===== src/rtl/proc_phase_sequencer.sv =====
// Multi-cycle processor phase sequencer: fetch/decode/exe/mem/wb with a memory
// handshake, wait-state timeout, optional MEM skipping, halt/resume, PC and counters.
module proc_phase_sequencer #(
    parameter int unsigned ADDR_WIDTH   = 26,
    parameter int unsigned RESET_PC     = 'h1000,
    parameter int unsigned MEM_WAIT_MAX = 15,
    parameter int unsigned CNT_WIDTH    = 32,
    parameter int unsigned SKIP_MEM     = 1
) (
    input  logic                  CLK,
    input  logic                  RST,
    input  logic                  IS_MEM_OP,
    input  logic                  IS_STORE,
    input  logic                  PC_LOAD,
    input  logic [ADDR_WIDTH-1:0] PC_TARGET,
    input  logic [ADDR_WIDTH-1:0] MEM_ADDR_IN,
    input  logic                  MEM_ACK,
    input  logic                  HALT_REQ,
    input  logic                  RESUME,
    output logic [2:0]            STATE,
    output logic [ADDR_WIDTH-1:0] PC,
    output logic                  MEM_REQ,
    output logic                  MEM_RD,
    output logic                  MEM_WR,
    output logic [ADDR_WIDTH-1:0] MEM_ADDR,
    output logic                  HALTED,
    output logic                  TIMEOUT,
    output logic [CNT_WIDTH-1:0]  CYCLE_CNT,
    output logic [CNT_WIDTH-1:0]  INST_CNT
);

    localparam int unsigned WAIT_W = (MEM_WAIT_MAX > 1) ? $clog2(MEM_WAIT_MAX) : 1;

    typedef enum logic [2:0] {
        FETCH  = 3'd0,
        DECODE = 3'd1,
        EXE    = 3'd2,
        MEM    = 3'd3,
        WB     = 3'd4,
        HALT   = 3'd5,
        ERR    = 3'd6,
        IDLE   = 3'd7
    } state_t;

    state_t                r_state;
    state_t                w_state_nxt;
    logic [WAIT_W-1:0]     r_wait;
    logic [WAIT_W-1:0]     w_wait_nxt;
    logic [ADDR_WIDTH-1:0] r_pc;
    logic [ADDR_WIDTH-1:0] w_pc_nxt;
    logic [ADDR_WIDTH-1:0] r_addr_lat;
    logic [ADDR_WIDTH-1:0] w_addr_lat_nxt;
    logic                  r_memop;
    logic                  w_memop_nxt;
    logic                  r_store;
    logic                  w_store_nxt;
    logic                  r_timeout;
    logic [CNT_WIDTH-1:0]  r_cycle_cnt;
    logic [CNT_WIDTH-1:0]  r_inst_cnt;
    logic                  r_mem_req;
    logic                  r_mem_rd;
    logic                  r_mem_wr;
    logic [ADDR_WIDTH-1:0] r_mem_addr;
    logic                  r_halted;
    logic                  w_mem_req_nxt;
    logic                  w_mem_rd_nxt;
    logic                  w_mem_wr_nxt;
    logic [ADDR_WIDTH-1:0] w_mem_addr_nxt;
    logic                  w_halted_nxt;
    logic                  w_wait_hit;
    logic                  w_active;

    // The limit is hit on the edge that would bring the wait count up to MEM_WAIT_MAX.
    assign w_wait_hit = (MEM_WAIT_MAX != 0) && (r_wait == WAIT_W'(MEM_WAIT_MAX - 1));
    assign w_active   = (r_state != IDLE) && (r_state != ERR);

    // State register
    always_ff @(posedge CLK or negedge RST) begin
        if (!RST) begin
            r_state <= IDLE;
            r_wait  <= '0;
        end else begin
            r_state <= w_state_nxt;
            r_wait  <= w_wait_nxt;
        end
    end

    // Next-state logic
    always_comb begin
        w_state_nxt = r_state;
        w_wait_nxt  = r_wait;
        case (r_state)
            IDLE:   w_state_nxt = FETCH;
            FETCH, MEM: begin
                if ((r_state == MEM) && !r_memop) begin
                    w_state_nxt = WB;
                end else if (MEM_ACK) begin
                    w_state_nxt = (r_state == FETCH) ? DECODE : WB;
                    w_wait_nxt  = '0;
                end else if (w_wait_hit) begin
                    w_state_nxt = ERR;
                end else if (MEM_WAIT_MAX != 0) begin
                    w_wait_nxt = r_wait + WAIT_W'(1);
                end
            end
            DECODE: w_state_nxt = EXE;
            EXE:    w_state_nxt = (IS_MEM_OP || (SKIP_MEM == 0)) ? MEM : WB;
            WB:     w_state_nxt = HALT_REQ ? HALT : FETCH;
            HALT:   w_state_nxt = RESUME ? FETCH : HALT;
            ERR:    w_state_nxt = ERR;
            default: w_state_nxt = IDLE;
        endcase
    end

    // Next values of the datapath-side registers
    always_comb begin
        w_memop_nxt    = r_memop;
        w_store_nxt    = r_store;
        w_addr_lat_nxt = r_addr_lat;
        w_pc_nxt       = r_pc;
        if (r_state == EXE) begin
            w_memop_nxt    = IS_MEM_OP;
            w_store_nxt    = IS_STORE;
            w_addr_lat_nxt = MEM_ADDR_IN;
        end
        if (r_state == WB) begin
            w_pc_nxt = PC_LOAD ? PC_TARGET : (r_pc + ADDR_WIDTH'(1));
        end
    end

    // Output decode, evaluated on the next state so the strobes come straight from flops
    always_comb begin
        w_mem_req_nxt  = 1'b0;
        w_mem_rd_nxt   = 1'b0;
        w_mem_wr_nxt   = 1'b0;
        w_mem_addr_nxt = w_pc_nxt;
        w_halted_nxt   = 1'b0;
        case (w_state_nxt)
            FETCH: begin
                w_mem_req_nxt = 1'b1;
                w_mem_rd_nxt  = 1'b1;
            end
            MEM: begin
                if (w_memop_nxt) begin
                    w_mem_req_nxt  = 1'b1;
                    w_mem_wr_nxt   = w_store_nxt;
                    w_mem_rd_nxt   = !w_store_nxt;
                    w_mem_addr_nxt = w_addr_lat_nxt;
                end
            end
            HALT:    w_halted_nxt = 1'b1;
            default: ;
        endcase
    end

    always_ff @(posedge CLK or negedge RST) begin
        if (!RST) begin
            r_pc        <= ADDR_WIDTH'(RESET_PC);
            r_addr_lat  <= '0;
            r_memop     <= 1'b0;
            r_store     <= 1'b0;
            r_timeout   <= 1'b0;
            r_cycle_cnt <= '0;
            r_inst_cnt  <= '0;
            r_mem_req   <= 1'b0;
            r_mem_rd    <= 1'b0;
            r_mem_wr    <= 1'b0;
            r_mem_addr  <= ADDR_WIDTH'(RESET_PC);
            r_halted    <= 1'b0;
        end else begin
            r_pc       <= w_pc_nxt;
            r_addr_lat <= w_addr_lat_nxt;
            r_memop    <= w_memop_nxt;
            r_store    <= w_store_nxt;
            r_mem_req  <= w_mem_req_nxt;
            r_mem_rd   <= w_mem_rd_nxt;
            r_mem_wr   <= w_mem_wr_nxt;
            r_mem_addr <= w_mem_addr_nxt;
            r_halted   <= w_halted_nxt;
            if (w_state_nxt == ERR) begin
                r_timeout <= 1'b1;
            end
            if (w_active && (r_cycle_cnt != '1)) begin
                r_cycle_cnt <= r_cycle_cnt + CNT_WIDTH'(1);
            end
            if (r_state == WB) begin
                r_inst_cnt <= r_inst_cnt + CNT_WIDTH'(1);
            end
        end
    end

    assign STATE     = r_state;
    assign PC        = r_pc;
    assign MEM_REQ   = r_mem_req;
    assign MEM_RD    = r_mem_rd;
    assign MEM_WR    = r_mem_wr;
    assign MEM_ADDR  = r_mem_addr;
    assign HALTED    = r_halted;
    assign TIMEOUT   = r_timeout;
    assign CYCLE_CNT = r_cycle_cnt;
    assign INST_CNT  = r_inst_cnt;

endmodule


===== config.mk =====
export PLATFORM = sky130hd
export DESIGN_NAME = proc_phase_sequencer
export DESIGN_NICKNAME = d
export VERILOG_FILES = /design/src/rtl/proc_phase_sequencer.sv
export SDC_FILE = /design/constraint.sdc
export NUM_CORES = 1
export LEC_CHECK = 0
export BUFFER_PORTS_ARGS = -buffer_cell sky130_fd_sc_hd__buf_2
export CAP_MARGIN = 20
export CORE_ASPECT_RATIO = 0.7
export CORE_MARGIN = 4
export CORE_UTILIZATION = 54
export DETAILED_ROUTE_END_ITERATION = 16
export PLACE_DENSITY_LB_ADDON = 0.2
export SYNTH_ARGS = -nofsm -noshare
export SYNTH_HDL_FRONTEND = slang
export SYNTH_SLANG_ARGS = --single-unit

===== constraint.sdc =====
create_clock -name CLK -period 3.21 [get_ports CLK]
set_input_delay 0.321 -clock CLK [delete_from_list [all_inputs] [get_ports CLK]]
set_output_delay 0.321 -clock CLK [all_outputs]
set_load 0.05 [all_outputs]

## Word level (Yosys, flattened, before mapping)

Index checks and enable logic that the tools add are counted.
Widths: inputs -> output; s select.

| storage, ports and cells | value |
|---|---|
| register bits after elaboration | 156 |
| bits of input ports | 60 |
| output and inout bits | 124 |
| logic and storage cells | 67 |

| operators by class | value |
|---|---|
| add/subtract/negate cells | 4 |
| eq/ne operators | 15 |
| mux-type cells | 24 |
| bitwise operators | 1 |
| reduce and logical (&&, ||, !) cells | 9 |

Operator list:

| kind | number |
|---|---|
| $mux 26 | 5 |
| $add 32x1->32 const B | 2 |
| $ne 32x32->1 const B | 1 |
| $add 26x1->26 const B | 1 |
| $mux 3 | 7 |
| $pmux 3 s7 | 1 |
| $eq 3x3->1 const B | 6 |
| $eq 3x2->1 const B | 3 |
| $mux 4 | 2 |
| $mux 1 | 7 |
| $logic_not 3->1 | 2 |
| $ne 3x3->1 const B | 2 |
| $add 4x1->4 const B | 1 |
| $eq 4x4->1 const B | 1 |
| $pmux 1 s2 | 2 |
| $eq 3x1->1 const B | 1 |
| $logic_and 1x1->1 | 3 |
| $reduce_and 3->1 | 1 |
| $logic_not 1->1 | 2 |
| $ne 2x2->1 const B | 1 |
| $reduce_or 2->1 | 1 |
| $not 1->1 | 1 |

## Logic depth before layout (Yosys ltp)

| logic depth | value |
|---|---|
| word-level depth | 7 |
| mapped depth | 9 |
| gate-level depth less buffers | 8 |

## Least setup slack after synthesis

OpenSTA, ideal clock, no wires.

| path | value |
|---|---|
| path type | register to register |
| start point | register r_state[0], in the netlist STATE[0] |
| end point | register r_mem_addr[19], in the netlist MEM_ADDR[19] |
| library setup time | 0.125 ns |
| arrival | 2.596 ns |
| data required time | 3.085 ns |
| setup slack | 0.489 ns |
| stages on the path, launching flop included | 9 |
| buffers on the path | 3 |
| clock period less this slack | 2.721 ns |
| cell sequence | dfstp_2 -> buf_2 -> inv_1 -> a21o_1 -> a221oi_1 -> or2_1 -> buf_4 -> buf_4 -> mux2_2 |

| on the way | value |
|---|---|
| cells in the longest elaborated chain, start to end | 7 |
| elaborated cells between the ends (all ways) | 21 |
| classes of those cells | 8 x eq/ne; 10 x mux; 3 x reduce/logical |

Ends and longest elaborated chain:

| element | RTL line | source |
|---|---|---|
| from (decl) | 45 | `state_t r_state;` |
| from (signal assigned) | 83 | `r_state <= w_state_nxt;` |
| $logic_not 3->1 | 92, 98 |  |
| $mux 3 | 98 | `w_state_nxt = (r_state == FETCH) ? DECODE : WB;` |
| $mux 3 | 97 | `end else if (MEM_ACK) begin` |
| $mux 3 | 95 | `if ((r_state == MEM) && !r_memop) begin` |
| $pmux 3 s7 | 92 | `case (r_state)` |
| $eq 3x2->1 | 138 | `case (w_state_nxt)` |
| $mux 26 * | 138 |  |
| named net w_mem_addr_nxt[19] | 68 | `logic [ADDR_WIDTH-1:0] w_mem_addr_nxt;` |
| to (signal assigned) | 168 | `r_mem_addr <= ADDR_WIDTH'(RESET_PC);` |
| to (signal assigned) | 178 | `r_mem_addr <= w_mem_addr_nxt;` |
| to (decl) | 63 | `logic [ADDR_WIDTH-1:0] r_mem_addr;` |

The timed path passes the listed nets; every way through them passes the cells marked *.
A chain may end at the register's enable or synchronous reset.

## Worst setup path in the final report

| path | value |
|---|---|
| start point | register r_wait[0] |
| end point | register r_mem_addr[3], in the netlist MEM_ADDR[3] |

| on the way | value |
|---|---|
| cells in the longest elaborated chain, start to end | 7 |

Ends and longest elaborated chain:

| element | RTL line | source |
|---|---|---|
| from (decl) | 47 | `logic [WAIT_W-1:0] r_wait;` |
| from (signal assigned) | 84 | `r_wait <= w_wait_nxt;` |
| $eq 4x4->1 | 74 | `assign w_wait_hit = (MEM_WAIT_MAX != 0) && (r_wait == WAIT_W'(MEM_WAIT_MAX - 1));` |
| $mux 3 | 100 | `end else if (w_wait_hit) begin` |
| $mux 3 | 97 |  |
| $mux 3 | 95 |  |
| $pmux 3 s7 | 92 |  |
| $eq 3x2->1 | 138 |  |
| $mux 26 | 138 |  |
| named net w_mem_addr_nxt[3] | 68 |  |

The timed path passes the listed nets, and every way through them passes these cells.

==> metrics.cfg <==
[critical_path]
slowest_delay_ns = 0.44
worstPathRequired_ns = 3.51
crit_slowest_cell = dfrtp_1
crit_fanout = 27
crit_path_end_kind = flop
path_buf_inv = 3
worstSetupStartpointType = flop
worstPathArrival_ns = 2.94
crit_path_frequent_cell = buf_4
worstPathCellList = inv_1 -> ha_1 -> nand3_1 -> a22o_1 -> a221oi_1 -> buf_4 -> or2_1 -> buf_4 -> mux2_2
path_delay_family = buffers and inverters
critical_path_class = reg2reg

[logic_synthesis]
syn-num-nets = 750
ys_types = 72
ys.flop_type = dfrtp_1
yosysSeqAreaShare_pct = 52.8
yosys_warnings = 0
synth_edf_count = 0
syn_area_um2 = 7400
synthArstFlopShare_pct = 100
ys_seq_elements = 156
netlist_instances = 685
syn_area_per_cell_um2 = 10.8

[clock_network]
clk_path_buf_depth = 2
htree_levels = 4
cts-root-buf = clkbuf_16
numCtsBuffers = 17
clk_latency_ns = 0.42
clock-sinks = 156
cts_tree = yes
path_clk_slew_ns = 0.07

[final_layout]
drive_gt1_share_pct = 34.1
syn_to_final_growth_pct = 23.2
n_fill_cell = 1015
nets = 934
n_antenna_cell = 0
layout.cells.non_filler = 1067

[route]
wl_per_cell_um = 17.8
drc_errors = 0
finalWirelength_um = 19000
ant_nets = 0
drtIter0Drc = 365
num_vias = 6137
viasPerCell = 5.75
detail_route.first_pass.iterations = 5

[status]
status = complete, no violations

[floorplanning]
start_util_pct = 55.8
core_um2 = 13300
die_h_um = 106
io_pins = 184
die_area_um2 = 15700
row_count = 35
dieWidth_um = 148

[grt]
overflow = 0
grt_pass1_vias = 6051
grt_start_max_net_pins = 91
grt_usage_pct = 24.7
grt_pass1_wl_um = 31000
antenna_found_initial = 1

[sta]
tightestPinTransition_ns = 1.03
rsz0062_at_grt = false
finalMaxSlewViolations = 0
finalCritPeriodShare_pct = 82.4
setup_violations = 0
setup_slack_ns = 0.564
period_needed_ns = 2.65
relSlewSlack_pct = 31.3
fmax_ghz = 0.378
hold_viol = 0
setup_tns_ns = 0
finClkSkew_ns = 0.0115

[placement]
dp_hpwl_um = 13500
dp.cells = 1034
io_buffers = 183
gp_congestion = 0.896
pre_cts_ws_ns = 0.574

[worst_hold_path]
min_path_type = in2reg

[pwr]
peakVddDrop_v = 0.000701
cellPowerDensity_nw_per_um2 = 987
power_w = 0.00900
cellLeakagePower_nw = 4.38

[run]
maxCapViolCount = 0

final timing paths:
path / from / to / slack (ns) / depth (start not counted)
worst min-delay path: MEM_ADDR_IN[12] / r_addr_lat[12] / 0.15 / 2
min in group asynchronous: RST / MEM_ADDR[18] / 0.45 / 2
max in group asynchronous: RST / CYCLE_CNT[3] / 1.88 / 3
worst max-delay path: r_wait[0] / MEM_ADDR[3] / 0.56 / 9
worst min register to register: TIMEOUT / TIMEOUT / 0.45 / 1
worst max register to register: r_wait[0] / MEM_ADDR[3] / 0.56 / 9
sequential cells by signal (all words and copies together), names as in the netlist, 3 cells and up:
signal,flops
CYCLE_CNT,32
INST_CNT,32
MEM_ADDR,26
PC,26
r_addr_lat,26
r_wait,4
STATE,3
per-layer routing:
| metal | vias up | share of wire, % | track usage (%) |
|---|---|---|---|
| met1 | 3006 | 45 | 34.5 |
| met4 | 2 | 1.2 | 6.92 |
| met5 | - | 0.063 | 0 |
| li1 | 2849 | - | - |
| met3 | 29 | 8.4 | 7.71 |
| met2 | 251 | 45 | 37.6 |
cell usage in the layout (no fill, tap or decap), types with 4 or more instances in the layout:
cell / instances
dfrtp_1: 151
a41oi_1: 5
mux2i_1: 8
and3_1: 18
buf_2: 182
dfstp_2: 5
nand2b_1: 6
nand3b_1: 4
clkbuf_16: 17
nand3_1: 36
xor2_1: 26
a31o_2: 5
or2_2: 5
o31ai_1: 4
nor2_1: 39
o21ai_0: 19
or4_1: 6
and2_1: 4
and4_1: 5
mux2_2: 48
a31oi_1: 6
a22o_1: 5
inv_1: 21
xnor2_1: 33
nor2b_1: 7
nor4_1: 8
ha_1: 5
inv_6: 5
buf_4: 9
a21oi_1: 24
nor3_1: 29
nand4_1: 17
nand2_1: 53
metrics by stage:
stage          hold slack, ns  util (%)  area [um^2]
3_5_place_dp            0.357      64.3         8530
3_3_place_gp            0.348      64.3         8530
2_1_floorplan          0.0254         -         7400
5_1_grt                 0.136      68.7         9120
6_report                0.150      68.7         9120
4_1_cts                 0.136      68.7         9120
layout make-up:
type	count	area [um^2]	area share, %
inverters	21	78.8	0.864
flip-flops and latches	156	3910	42.9
clock buffers	19	453	4.97
multi-input cells	479	3300	36.2
clock inverters	13	130	1.43
well taps	185	231	2.54
repair buffers	194	1020	11.2
Yosys cell counts (all sizes together) (3+ instances only):
cell    instances  area, um^2
dfrtp         151        3780
nand2          53         199
mux2           48         541
nor2           39         146
nand3          36         180
xnor2          33         289
nor3           30         150
xor2           26         228
a21oi          25         129
inv            21        78.8
clkbuf         20        75.1
and3           19         120
o21ai          19        95.1
nand4          18         128
buf             9        52.5
mux2i           8        80.1
nor4            8        50.1
nor2b           7        43.8
or4             7        53.8
a22o            6        53.8
a31oi           6        37.5
a41oi           6        60.1
and4            6        53.8
nand2b          6        37.5
or2             6        37.5
a31o            5        43.8
dfstp           5         131
ha              5        62.6
and2            4        25.0
nand3b          4        30.0
o31ai           4        30.0
or3             4        30.0
a211oi          3        22.5
a21o            3        22.5
nor3b           3        22.5
kinds of logic after synthesis:
logic type | Yosys count | synth area share [%]
AOI/OAI and AO/OA | 107 | 10.3
and+or+nand+nor | 252 | 17.9
adders and majority gates | 5 | 0.845
DFF | 156 | 52.8
xor gates and xnor gates | 59 | 6.98
muxes | 56 | 8.38
buffers and inverters | 50 | 2.79
worst register-to-register path: stages, from the launching register on:
cell      delay (ns)
dfrtp_1         0.44
inv_1           0.09
ha_1            0.17
nand3_1         0.23
a22o_1          0.28
a221oi_1        0.26
buf_4           0.19
or2_1           0.10
buf_4           0.38
mux2_2          0.40
what timing repair did:
| action | 4_1_cts | 5_1_grt |
|---|---|---|
| resized for setup | 0 | 0 |
| buffers inserted | 0 | 0 |
| hold buffers | 1 | 0 |
| endpoints found under the hold margin | 63 | 0 |
where the power goes:
part	switching, W	internal (W)	total (W)
registers	0.000550	0.00260	0.00315
logic	0.00268	0.00120	0.00388
clock network	0.000840	0.00113	0.00197
Note: power is estimated with default switching activity, not from simulation.
